--- src/rtl/cnn_ctrl_pkg.sv ---
// cnn_ctrl_pkg
//   Shared types for the convolution forward-pass controller.
//   conv_ctrl_state_t : sequencer state encoding
//   conv_result_t     : result FIFO entry {data, filt, pos}; the index fields
//                       are sized for the largest supported layer and the
//                       controller uses only the low bits it needs.
package cnn_ctrl_pkg;

  localparam int FLOAT_W   = 32;
  localparam int MAX_IDX_W = 16;

  typedef enum logic [1:0] {
    IDLE   = 2'd0,
    RUN    = 2'd1,
    DRAIN  = 2'd2,
    FINISH = 2'd3
  } conv_ctrl_state_t;

  typedef struct packed {
    logic [FLOAT_W-1:0]   data;
    logic [MAX_IDX_W-1:0] filt;
    logic [MAX_IDX_W-1:0] pos;
  } conv_result_t;

endpackage

--- src/rtl/conv_result_fifo.sv ---
// conv_result_fifo
//   Synchronous FIFO of conv_result_t with a registered head entry.
//   Ports:
//     clk, reset        : clock, asynchronous active-low reset
//     push, din         : write strobe and entry (ignored when full unless popping)
//     pop               : consumer takes the head (ignored when empty)
//     head              : registered head entry, held while not popped
//     valid             : FIFO not empty
//     count             : current occupancy
module conv_result_fifo
  import cnn_ctrl_pkg::*;
#(
  parameter  int DEPTH = 8,
  localparam int CNT_W = $clog2(DEPTH + 1),
  localparam int PTR_W = (DEPTH > 1) ? $clog2(DEPTH) : 1
) (
  input  logic             clk,
  input  logic             reset,
  input  logic             push,
  input  conv_result_t     din,
  input  logic             pop,
  output conv_result_t     head,
  output logic             valid,
  output logic [CNT_W-1:0] count
);

  conv_result_t     mem [DEPTH];
  conv_result_t     head_nxt;
  logic [PTR_W-1:0] wr_ptr;
  logic [PTR_W-1:0] rd_ptr;
  logic [PTR_W-1:0] rd_nxt;
  logic [CNT_W-1:0] count_nxt;
  logic [CNT_W-1:0] remaining;
  logic             do_push;
  logic             do_pop;

  function automatic logic [PTR_W-1:0] ptr_inc(input logic [PTR_W-1:0] p);
    return (p == PTR_W'(DEPTH - 1)) ? '0 : p + 1'b1;
  endfunction

  assign do_pop    = pop && (count != '0);
  // A full FIFO can still accept a write in the cycle its head leaves.
  assign do_push   = push && ((count != CNT_W'(DEPTH)) || do_pop);
  assign rd_nxt    = do_pop ? ptr_inc(rd_ptr) : rd_ptr;
  assign remaining = count - CNT_W'(do_pop);
  assign count_nxt = remaining + CNT_W'(do_push);
  assign valid     = (count != '0);

  // Next head: the incoming entry if nothing older remains, otherwise the
  // stored entry at the next read pointer; held when the FIFO goes empty.
  always_comb begin
    head_nxt = head;
    if (count_nxt != '0) begin
      if (do_push && (remaining == '0)) head_nxt = din;
      else                              head_nxt = mem[rd_nxt];
    end
  end

  always_ff @(posedge clk) begin
    if (do_push) mem[wr_ptr] <= din;
  end

  always_ff @(posedge clk or negedge reset) begin
    if (!reset) begin
      wr_ptr <= '0;
      rd_ptr <= '0;
      count  <= '0;
      head   <= '0;
    end else begin
      if (do_push) wr_ptr <= ptr_inc(wr_ptr);
      rd_ptr <= rd_nxt;
      count  <= count_nxt;
      head   <= head_nxt;
    end
  end

endmodule

--- src/rtl/conv_forward_ctrl.sv ---
// conv_forward_ctrl
//   Walks every (filter, position) pair of a layer in filter-major order,
//   issues one dot-product per cycle into a fixed-latency datapath, tracks
//   in-flight operations with a tag pipe and collects results in a FIFO.
//   Issue is throttled by a credit count (in flight + queued) so a result
//   always finds room in the FIFO.
//   Ports:
//     clk, reset                 : clock, asynchronous active-low reset
//     start / busy / done        : layer-level handshake
//     dp_enable                  : datapath enable for the whole job
//     issue, rd_filt, rd_pos     : buffer read strobe and indices
//     dp_result                  : datapath output, DP_LATENCY after issue
//     out_valid/out_ready        : result stream handshake
//     out_data/out_filt/out_pos  : registered head result
//
//   state  | meaning
//   IDLE   | waiting for start
//   RUN    | issuing operations while credits allow
//   DRAIN  | all issued; waiting for FIFO empty and nothing in flight
//   FINISH | one-cycle done pulse, datapath disabled
module conv_forward_ctrl
  import cnn_ctrl_pkg::*;
#(
  parameter  int WIDTH      = 16,
  parameter  int NUM_OUT    = 8,
  parameter  int NUM_POS    = 64,
  parameter  int DP_LATENCY = 12,
  parameter  int FIFO_DEPTH = 8,
  localparam int FILT_W     = (NUM_OUT > 1) ? $clog2(NUM_OUT) : 1,
  localparam int POS_W      = (NUM_POS > 1) ? $clog2(NUM_POS) : 1
) (
  input  logic               clk,
  input  logic               reset,
  input  logic               start,
  output logic               busy,
  output logic               done,
  output logic               dp_enable,
  output logic               issue,
  output logic [FILT_W-1:0]  rd_filt,
  output logic [POS_W-1:0]   rd_pos,
  input  logic [FLOAT_W-1:0] dp_result,
  output logic               out_valid,
  input  logic               out_ready,
  output logic [FLOAT_W-1:0] out_data,
  output logic [FILT_W-1:0]  out_filt,
  output logic [POS_W-1:0]   out_pos
);

  localparam int CRED_W = $clog2(FIFO_DEPTH + 1);
  localparam int CNT_W  = $clog2(FIFO_DEPTH + 1);

  if (WIDTH < 1 || DP_LATENCY < 1 || FIFO_DEPTH < 2 ||
      FILT_W > MAX_IDX_W || POS_W > MAX_IDX_W) begin : g_bad_params
    $error("conv_forward_ctrl: unsupported parameter set");
  end

  conv_ctrl_state_t  state;
  logic [CRED_W-1:0] credits;
  logic [CRED_W-1:0] credits_nxt;
  logic              pop;
  logic              room;
  logic              last_op;

  logic              tag_v [DP_LATENCY];
  logic [FILT_W-1:0] tag_f [DP_LATENCY];
  logic [POS_W-1:0]  tag_p [DP_LATENCY];

  conv_result_t      push_entry;
  conv_result_t      head;
  logic [CNT_W-1:0]  fifo_count_unused;
  logic              unused_head_bits;

  assign pop         = out_valid && out_ready;
  assign credits_nxt = credits + CRED_W'(issue) - CRED_W'(pop);
  // issue is registered, so the decision for next cycle uses next credits.
  assign room        = (credits_nxt < CRED_W'(FIFO_DEPTH));
  assign last_op     = (rd_filt == FILT_W'(NUM_OUT - 1)) &&
                       (rd_pos  == POS_W'(NUM_POS - 1));

  always_ff @(posedge clk or negedge reset) begin
    if (!reset) begin
      state     <= IDLE;
      busy      <= 1'b0;
      done      <= 1'b0;
      dp_enable <= 1'b0;
      issue     <= 1'b0;
      rd_filt   <= '0;
      rd_pos    <= '0;
      credits   <= '0;
    end else begin
      credits <= credits_nxt;
      case (state)
        IDLE: begin
          if (start) begin
            state     <= RUN;
            busy      <= 1'b1;
            dp_enable <= 1'b1;
            issue     <= 1'b1;
            rd_filt   <= '0;
            rd_pos    <= '0;
          end
        end
        RUN: begin
          if (issue && last_op) begin
            state   <= DRAIN;
            issue   <= 1'b0;
            rd_filt <= '0;
            rd_pos  <= '0;
          end else begin
            if (issue) begin
              if (rd_pos == POS_W'(NUM_POS - 1)) begin
                rd_pos  <= '0;
                rd_filt <= rd_filt + 1'b1;
              end else begin
                rd_pos <= rd_pos + 1'b1;
              end
            end
            issue <= room;
          end
        end
        DRAIN: begin
          if (credits_nxt == '0) begin
            state     <= FINISH;
            done      <= 1'b1;
            busy      <= 1'b0;
            dp_enable <= 1'b0;
          end
        end
        FINISH: begin
          done  <= 1'b0;
          state <= IDLE;
        end
        default: state <= IDLE;
      endcase
    end
  end

  always_ff @(posedge clk or negedge reset) begin
    if (!reset) begin
      for (int i = 0; i < DP_LATENCY; i++) begin
        tag_v[i] <= 1'b0;
        tag_f[i] <= '0;
        tag_p[i] <= '0;
      end
    end else begin
      tag_v[0] <= issue;
      tag_f[0] <= rd_filt;
      tag_p[0] <= rd_pos;
      for (int i = 1; i < DP_LATENCY; i++) begin
        tag_v[i] <= tag_v[i-1];
        tag_f[i] <= tag_f[i-1];
        tag_p[i] <= tag_p[i-1];
      end
    end
  end

  assign push_entry.data = dp_result;
  assign push_entry.filt = MAX_IDX_W'(tag_f[DP_LATENCY-1]);
  assign push_entry.pos  = MAX_IDX_W'(tag_p[DP_LATENCY-1]);

  conv_result_fifo #(
    .DEPTH (FIFO_DEPTH)
  ) u_fifo (
    .clk   (clk),
    .reset (reset),
    .push  (tag_v[DP_LATENCY-1]),
    .din   (push_entry),
    .pop   (pop),
    .head  (head),
    .valid (out_valid),
    .count (fifo_count_unused)
  );

  assign out_data = head.data;
  assign out_filt = head.filt[FILT_W-1:0];
  assign out_pos  = head.pos[POS_W-1:0];

  // Upper index bits of the shared entry type are always zero here.
  assign unused_head_bits = ^{head.filt, head.pos};

endmodule
--- config.mk ---
export PLATFORM = sky130hd
export DESIGN_NAME = conv_forward_ctrl
export DESIGN_NICKNAME = d
export VERILOG_FILES = /design/src/rtl/cnn_ctrl_pkg.sv /design/src/rtl/conv_result_fifo.sv /design/src/rtl/conv_forward_ctrl.sv
export SDC_FILE = /design/constraint.sdc
export NUM_CORES = 1
export LEC_CHECK = 0
export ABC_AREA = 0
export BUFFER_PORTS_ARGS = -buffer_cell sky130_fd_sc_hd__buf_4
export CAP_MARGIN = 10
export CORE_MARGIN = 4
export CORE_UTILIZATION = 45
export DETAILED_ROUTE_END_ITERATION = 10
export SKIP_LAST_GASP = 1
export SLEW_MARGIN = 20
export SYNTH_ARGS = -nofsm -noshare
export SYNTH_HDL_FRONTEND = slang
export SYNTH_HIERARCHICAL = 1
export SYNTH_SLANG_ARGS = --single-unit
--- constraint.sdc ---
create_clock -name clk -period 6.3 [get_ports clk]
set_input_delay 0.315 -clock clk [delete_from_list [all_inputs] [get_ports clk]]
set_output_delay 0.315 -clock clk [all_outputs]
set_load 0.03 [all_outputs]
==> metrics.txt, run 1 <==
Setup Viol. Count Final 0; crit path DAT 5.14 ns; fillers roughly 3700; vias per cell between 5 and 6; Final period util 0.732; DR WL/cell ~22 µm; Worst Max-Slew Pin Slew 1.13 ns; Tot Pwr 14.2 mW; Period minus WS final 4.61 ns; Layout area overhead 16.1%; antenna violations before repair 1; clk slew on worst S/H paths 0.06 ns; first-pass GRT wire length 78.5 mm; multi-input logic area 5450 µm²; worst reg2reg setup slack 1.69 ns; std cell rows 78; Critical Path RT ~7 ns; clk_skew 0.0308 ns; antenna-violating nets left 0; max-slew violations 0; grt total ovfl 0; Final #Nets 1685; largest net degree at the start of global routing 129; final WL 50.9 mm; I/O pin total 91; post-DP HPWL between 20 and 30 mm; pre-CTS setup slack about 1.8 ns; drt first-iter violations 862; CTS tree built; max cap viols 0; Critical Path Sink Type flop; final setup TNS 0 ns; YS warnings 6; DRC errors left 0; Placer Congestion 0.738; WHS 0.345 ns; Worst Setup Path Type flop to flop; FMAX 217 MHz; number of clock sinks approximately 520; Die H 224 µm; Post-Synthesis Cells about 1600; CTS Buf Count 53; largest fanout on the critical path 23; Pre-antenna DRT Iters 5; Sequential Area 14600 µm²; leakage power 9.15 nW; core area around 46000 µm²; antenna cells 0; clock latency on the worst-skew pair between 0.6 and 0.7 ns; final hold violation count 0; Port Buf Inserts 90; share of post-route cells with drive strength above 1 0.161; relative max-transition margin 0.247; setup ws final 1.69 ns; syn_area_per_cell 13.3 µm²; Die W 224 µm; Net Count, Synth approximately 1600; Total GRT Usage 0.201; VDD IR-drop max 0.000376 V; post-CTS setup buffers 0; Max clock buf depth 3; status completed; Pwr Density 584 nW/µm²; RSZ-0062 raised after global routing false; die area 50100 µm²; CTS Root Cell clkbuf_16; final non-filler cell total 2274; DR vias 13293; CTS H-tree depth 2; crit start category flop; synthesized area 21000 µm²; Initial Util 0.459; dpl cells around 2100; min-delay worst type flop to flop; vias in the first global route ~13000
[per-stage QoR]
stage               utilization  area [µm²]
global placement          0.483       22100
floorplan                     -       21000
global route              0.533       24300
detailed placement        0.484       22100
CTS                       0.532       24300
finish                    0.533       24300
[cells in the final DEF, fill, tap and decap left out, drive strengths merged, types with 9 or more instances in the layout]
cell type and n:
a21oi 93, dfrtp 189, nand2 98, inv 106, buf 120, o211ai 40
o311ai 32, mux2i 9, clkbuf 75, nor2 29, nor3 12, clkinv 17
nor3b 11, ha 19, nand3b 64, dlygate4sd3 34, o21ai 131, a221oi 32
nand2b 9, a32oi 32, or3 34, edfxtp 328, mux2 37, a211oi 41
[final cells by class]
class / instances / share of cell area
Clock inverter: 26 / 0.0145
Sequential cell: 517 / 0.599
Clock buffer: 74 / 0.0615
Timing Repair Buffer: 155 / 0.0539
Multi-Input combinational cell: 798 / 0.224
Tap cell: 600 / 0.0309
Inverter: 104 / 0.0160
[sequential cells by signal, summed over array words and instances (netlist names)]
register,flops
u_fifo/head,41
u_fifo/count,4
tag_v,12
state,2
credits,4
rd_pos,6
push_entry,9
issue,1
u_fifo/mem,328
u_fifo/rd_ptr,3
done,1
tag_f,33
rd_filt,3
dp_enable,1
u_fifo/wr_ptr,3
tag_p,66
[worst max-delay path: stages, from the launching register on]
cell and delay, ns:
dfrtp_1 0.44, or4_1 0.59, and2_1 0.24, nand2b_1 0.16, o41ai_1 0.59, inv_1 0.24, ha_1 0.28, ha_1 0.21
xnor2_1 0.28, or4_1 0.69, buf_4 0.46, o21ai_0 0.16, o21ai_1 0.15
[worst paths after layout]
| path | start | to | cells past startpoint |
|---|---|---|---|
| max in group asynchronous | reset | tag_f[35] | 3 |
| worst min register to register | tag_f[4] | push_entry[17] | 0 |
| worst min-delay path | tag_f[4] | push_entry[17] | 0 |
| worst max register to register | u_fifo/count[3] | u_fifo/head[38] | 12 |
| min in group asynchronous | reset | rd_pos[3] | 2 |
| worst max-delay path | u_fifo/count[3] | u_fifo/head[38] | 12 |
[power by group]
| group | internal [mW] | switching (mW) |
|---|---|---|
| logic | 2.09 | 3.89 |
| clock network | 1.89 | 1.34 |
| registers | 4.58 | 0.434 |
| total | 8.56 | 5.66 |
[routing by layer]
metal / track usage / up-vias / share of wire
met5: 0 / - / 0
met4: 0.0483 / 0 / 0.019
met3: 0.0338 / 78 / 0.060
met2: 0.336 / 413 / 0.49
met1: 0.278 / 6821 / 0.43
li1: - / 5981 / -
[timing repair]
action / CTS / global route
gates resized for setup: 0 / 0
endpoints found under the hold margin: 360 / 0
hold buffers: 34 / 0
(Power assumes the default switching activity.)
==> inputs of run 2 (changes only) <==
clock period = 4.84 ns   (was 6.3 ns; I/O delays follow)
==> run 2 against run 1 <==
Net effect: cell area about the same; clock power increased by 27%; non-clock buffer count increased by 1; wire length decreased by 1.2%; power increased by 30%; sequential power increased by 29%; die area unchanged; maximum frequency increased by 5.5%; clock skew decreased by 0.012 ns; setup slack got worse by 1.2 ns; utilization decreased by 0.052 points; sequential cell count unchanged.
==> metrics.txt, run 2 (synthesis results as in run 1) <==
status completed; post_cts resized 0 (unchanged); number of flip-flops in the largest register 328 (unchanged); Placer Congestion 0.744 (+0.84%); Total GRT Usage 0.199 (-0.00136); final hold violation count 0 (unchanged); Final #Nets 1686 (+0.059%); Worst Max-Slew Pin Slew 1.03 ns (-0.0942 ns); largest net degree at the start of global routing 129 (unchanged); leading cell type in the layout, fill and taps excluded edfxtp_1; final WL 50.3 mm (-1.2%); vias per cell 5.78 (-1.2%); crit-path cells or4_1, and2_1, nand2b_1, o41ai_1, inv_1, ha_1, ha_1, or4_1, buf_4, o21ai_0, o21ai_1; Setup Viol. Count Final 0 (unchanged); Logic pwr share 0.426 (+0.006); share of post-route cells with drive strength above 1 0.162 (+0.000597); CP max stage cell or4_1; clk slew on worst S/H paths 0.06 ns (about the same); Psw 7.29 mW (+29%); clock latency on the worst-skew pair 0.60 ns (-0.02 ns); Sw Ratio 0.395 (-0.00260); leakage power 9.16 nW (+0.11%); core area 45700 µm² (unchanged); VDD IR-drop max 0.000564 V (+50%); clk_skew 0.0186 ns (-0.0122 ns); CTS Buf Count 53 (unchanged); max cap viols 0 (unchanged); largest fanout on the critical path 33 (+43%); cell internal pwr 11.1 mW (+30%); Critical Path Sink Type flop; Layout area overhead 16.0% (about the same); biggest regs u_fifo/mem x328, tag_p x66, u_fifo/head x41; FMAX 229 MHz (+5.5%); drt first-iter violations 887 (+2.9%); Pre-antenna DRT Iters 7 (+2); min-delay worst type primary input to asynchronous set/reset pin; DR WL/cell 22.1 µm (-1.2%); Die H 224 µm (unchanged); crit start category flop; RSZ-0062 raised after global routing false; Initial Util 0.459 (unchanged); post-CTS setup buffers 0 (unchanged); Worst Setup Path Type flop to flop; Period minus WS final 4.38 ns (-0.239 ns); antenna violations before repair 0 (-1); dpl cells 2141 (+0.14%); Die W 224 µm (unchanged); vias in the first global route 13526 (+0.89%); Reg power frac 0.351 (-0.002); relative max-transition margin 0.306 (+0.0586); final setup TNS 0 ns (unchanged); post-DP HPWL 26.7 mm (-0.32%); max-slew violations 0 (unchanged); CP max stage delay 0.73 ns (+0.04 ns); CTS Root Cell clkbuf_16; Max clock buf depth 3 (unchanged); antenna-violating nets left 0 (unchanged); CTS H-tree depth 2 (unchanged); CTS tree built; crit path DAT 4.84 ns (-0.30 ns); Pwr Density 758 nW/µm² (+30%); DR vias 13134 (-1.2%); Top reg by flops u_fifo/mem; DRC errors left 0 (unchanged); Final period util 0.904 (+0.172); Critical Path RT 5.30 ns (-1.53 ns); die area 50100 µm² (unchanged); Port Buf Inserts 90 (unchanged); I/O pin total 91 (unchanged); grt total ovfl 0 (unchanged); number of clock sinks 517 (unchanged); Clock power frac 0.223 (-0.004); final non-filler cell total 2274 (unchanged); first-pass GRT wire length 78.3 mm (-0.30%); antenna cells 0 (unchanged); commonest cells after routing, fill and taps aside edfxtp_1, dfrtp_1, buf_4; Hold Buf Count CTS 34 (unchanged); std cell rows 78 (unchanged)
==> run 2: changes by cell type in the layout (fill, tap and decap cells not counted), moves of 2 or more <==
cell,previous run,this run
clkinv_4,3,1
clkinv_2,10,12
clkbuf_8,8,12
clkinv_16,3,0
bufinv_16,5,2
inv_6,0,2
clkbuf_16,54,57
buf_12,2,6
buf_6,3,1
==> run 2: cell type report <==
cell class	count	area, µm²
multi-input cells	798	5450
inverters	104	390
clock inverters	19	174
repair buffers	156	1340
clock buffers	80	1620
flip-flops and latches	517	14600
well taps	600	751
fillers	3831	21400
==> run 2: critical path: cells and delay by family (launching register included) <==
kind / cells / cell delay, ns
simple gates: 4 / 1.70
compound gates: 3 / 0.79
fa+ha+maj: 2 / 0.64
buf+inv: 2 / 0.63
flops: 1 / 0.46
==> run 2: worst paths after layout <==
| check | cells past startpoint | end | slack, ns | start |
|---|---|---|---|---|
| setup / recovery | 11 | u_fifo/head[62] | 0.46 | u_fifo/count[2] |
| hold / removal | 2 | rd_pos[5] | 0.21 | reset |
| setup reg to reg | 11 | u_fifo/head[62] | 0.46 | u_fifo/count[2] |
| hold reg to reg | 0 | tag_f[28] | 0.34 | tag_f[31] |
| max in group asynchronous | 3 | u_fifo/head[55] | 3.59 | reset |
| min in group clk | 0 | tag_f[28] | 0.34 | tag_f[31] |
==> run 2: power groups by stage <==
stage          clock [mW]  combinational [mW]  sequential [mW]
2_1_floorplan           0                5.03             6.82
3_3_place_gp            0                7.65             6.52
3_5_place_dp            0                7.82             6.56
4_1_cts              4.21                7.86             6.48
5_1_grt              4.41                8.54             6.58
6_report             4.11                7.85             6.46
==> run 2: metal layers <==
metal | global-route usage | part of all wire | wire length, µm | vias to the layer above
met5 | 0 | 0 | 0 | -
met4 | 0.0728 | 0.026 | 1310 | 0
met3 | 0.0308 | 0.064 | 3240 | 89
met2 | 0.332 | 0.49 | 24400 | 438
met1 | 0.269 | 0.42 | 21300 | 6620
li1 | - | - | - | 5987
==> run 2: per-stage QoR <==
stage | total power [mW] | hold slack (ns) | worst slack, ns | util | instance area, µm²
after floorplan | 11.9 | -0.0536 | 0.0555 | - | 21000
after global placement | 14.2 | 0.268 | 0.689 | 0.485 | 22200
after detailed placement | 14.4 | 0.276 | 0.515 | 0.485 | 22200
after CTS | 18.5 | 0.180 | 0.472 | 0.532 | 24300
after global routing | 19.5 | 0.242 | 0.0883 | 0.532 | 24300
final | 18.4 | 0.205 | 0.465 | 0.532 | 24300
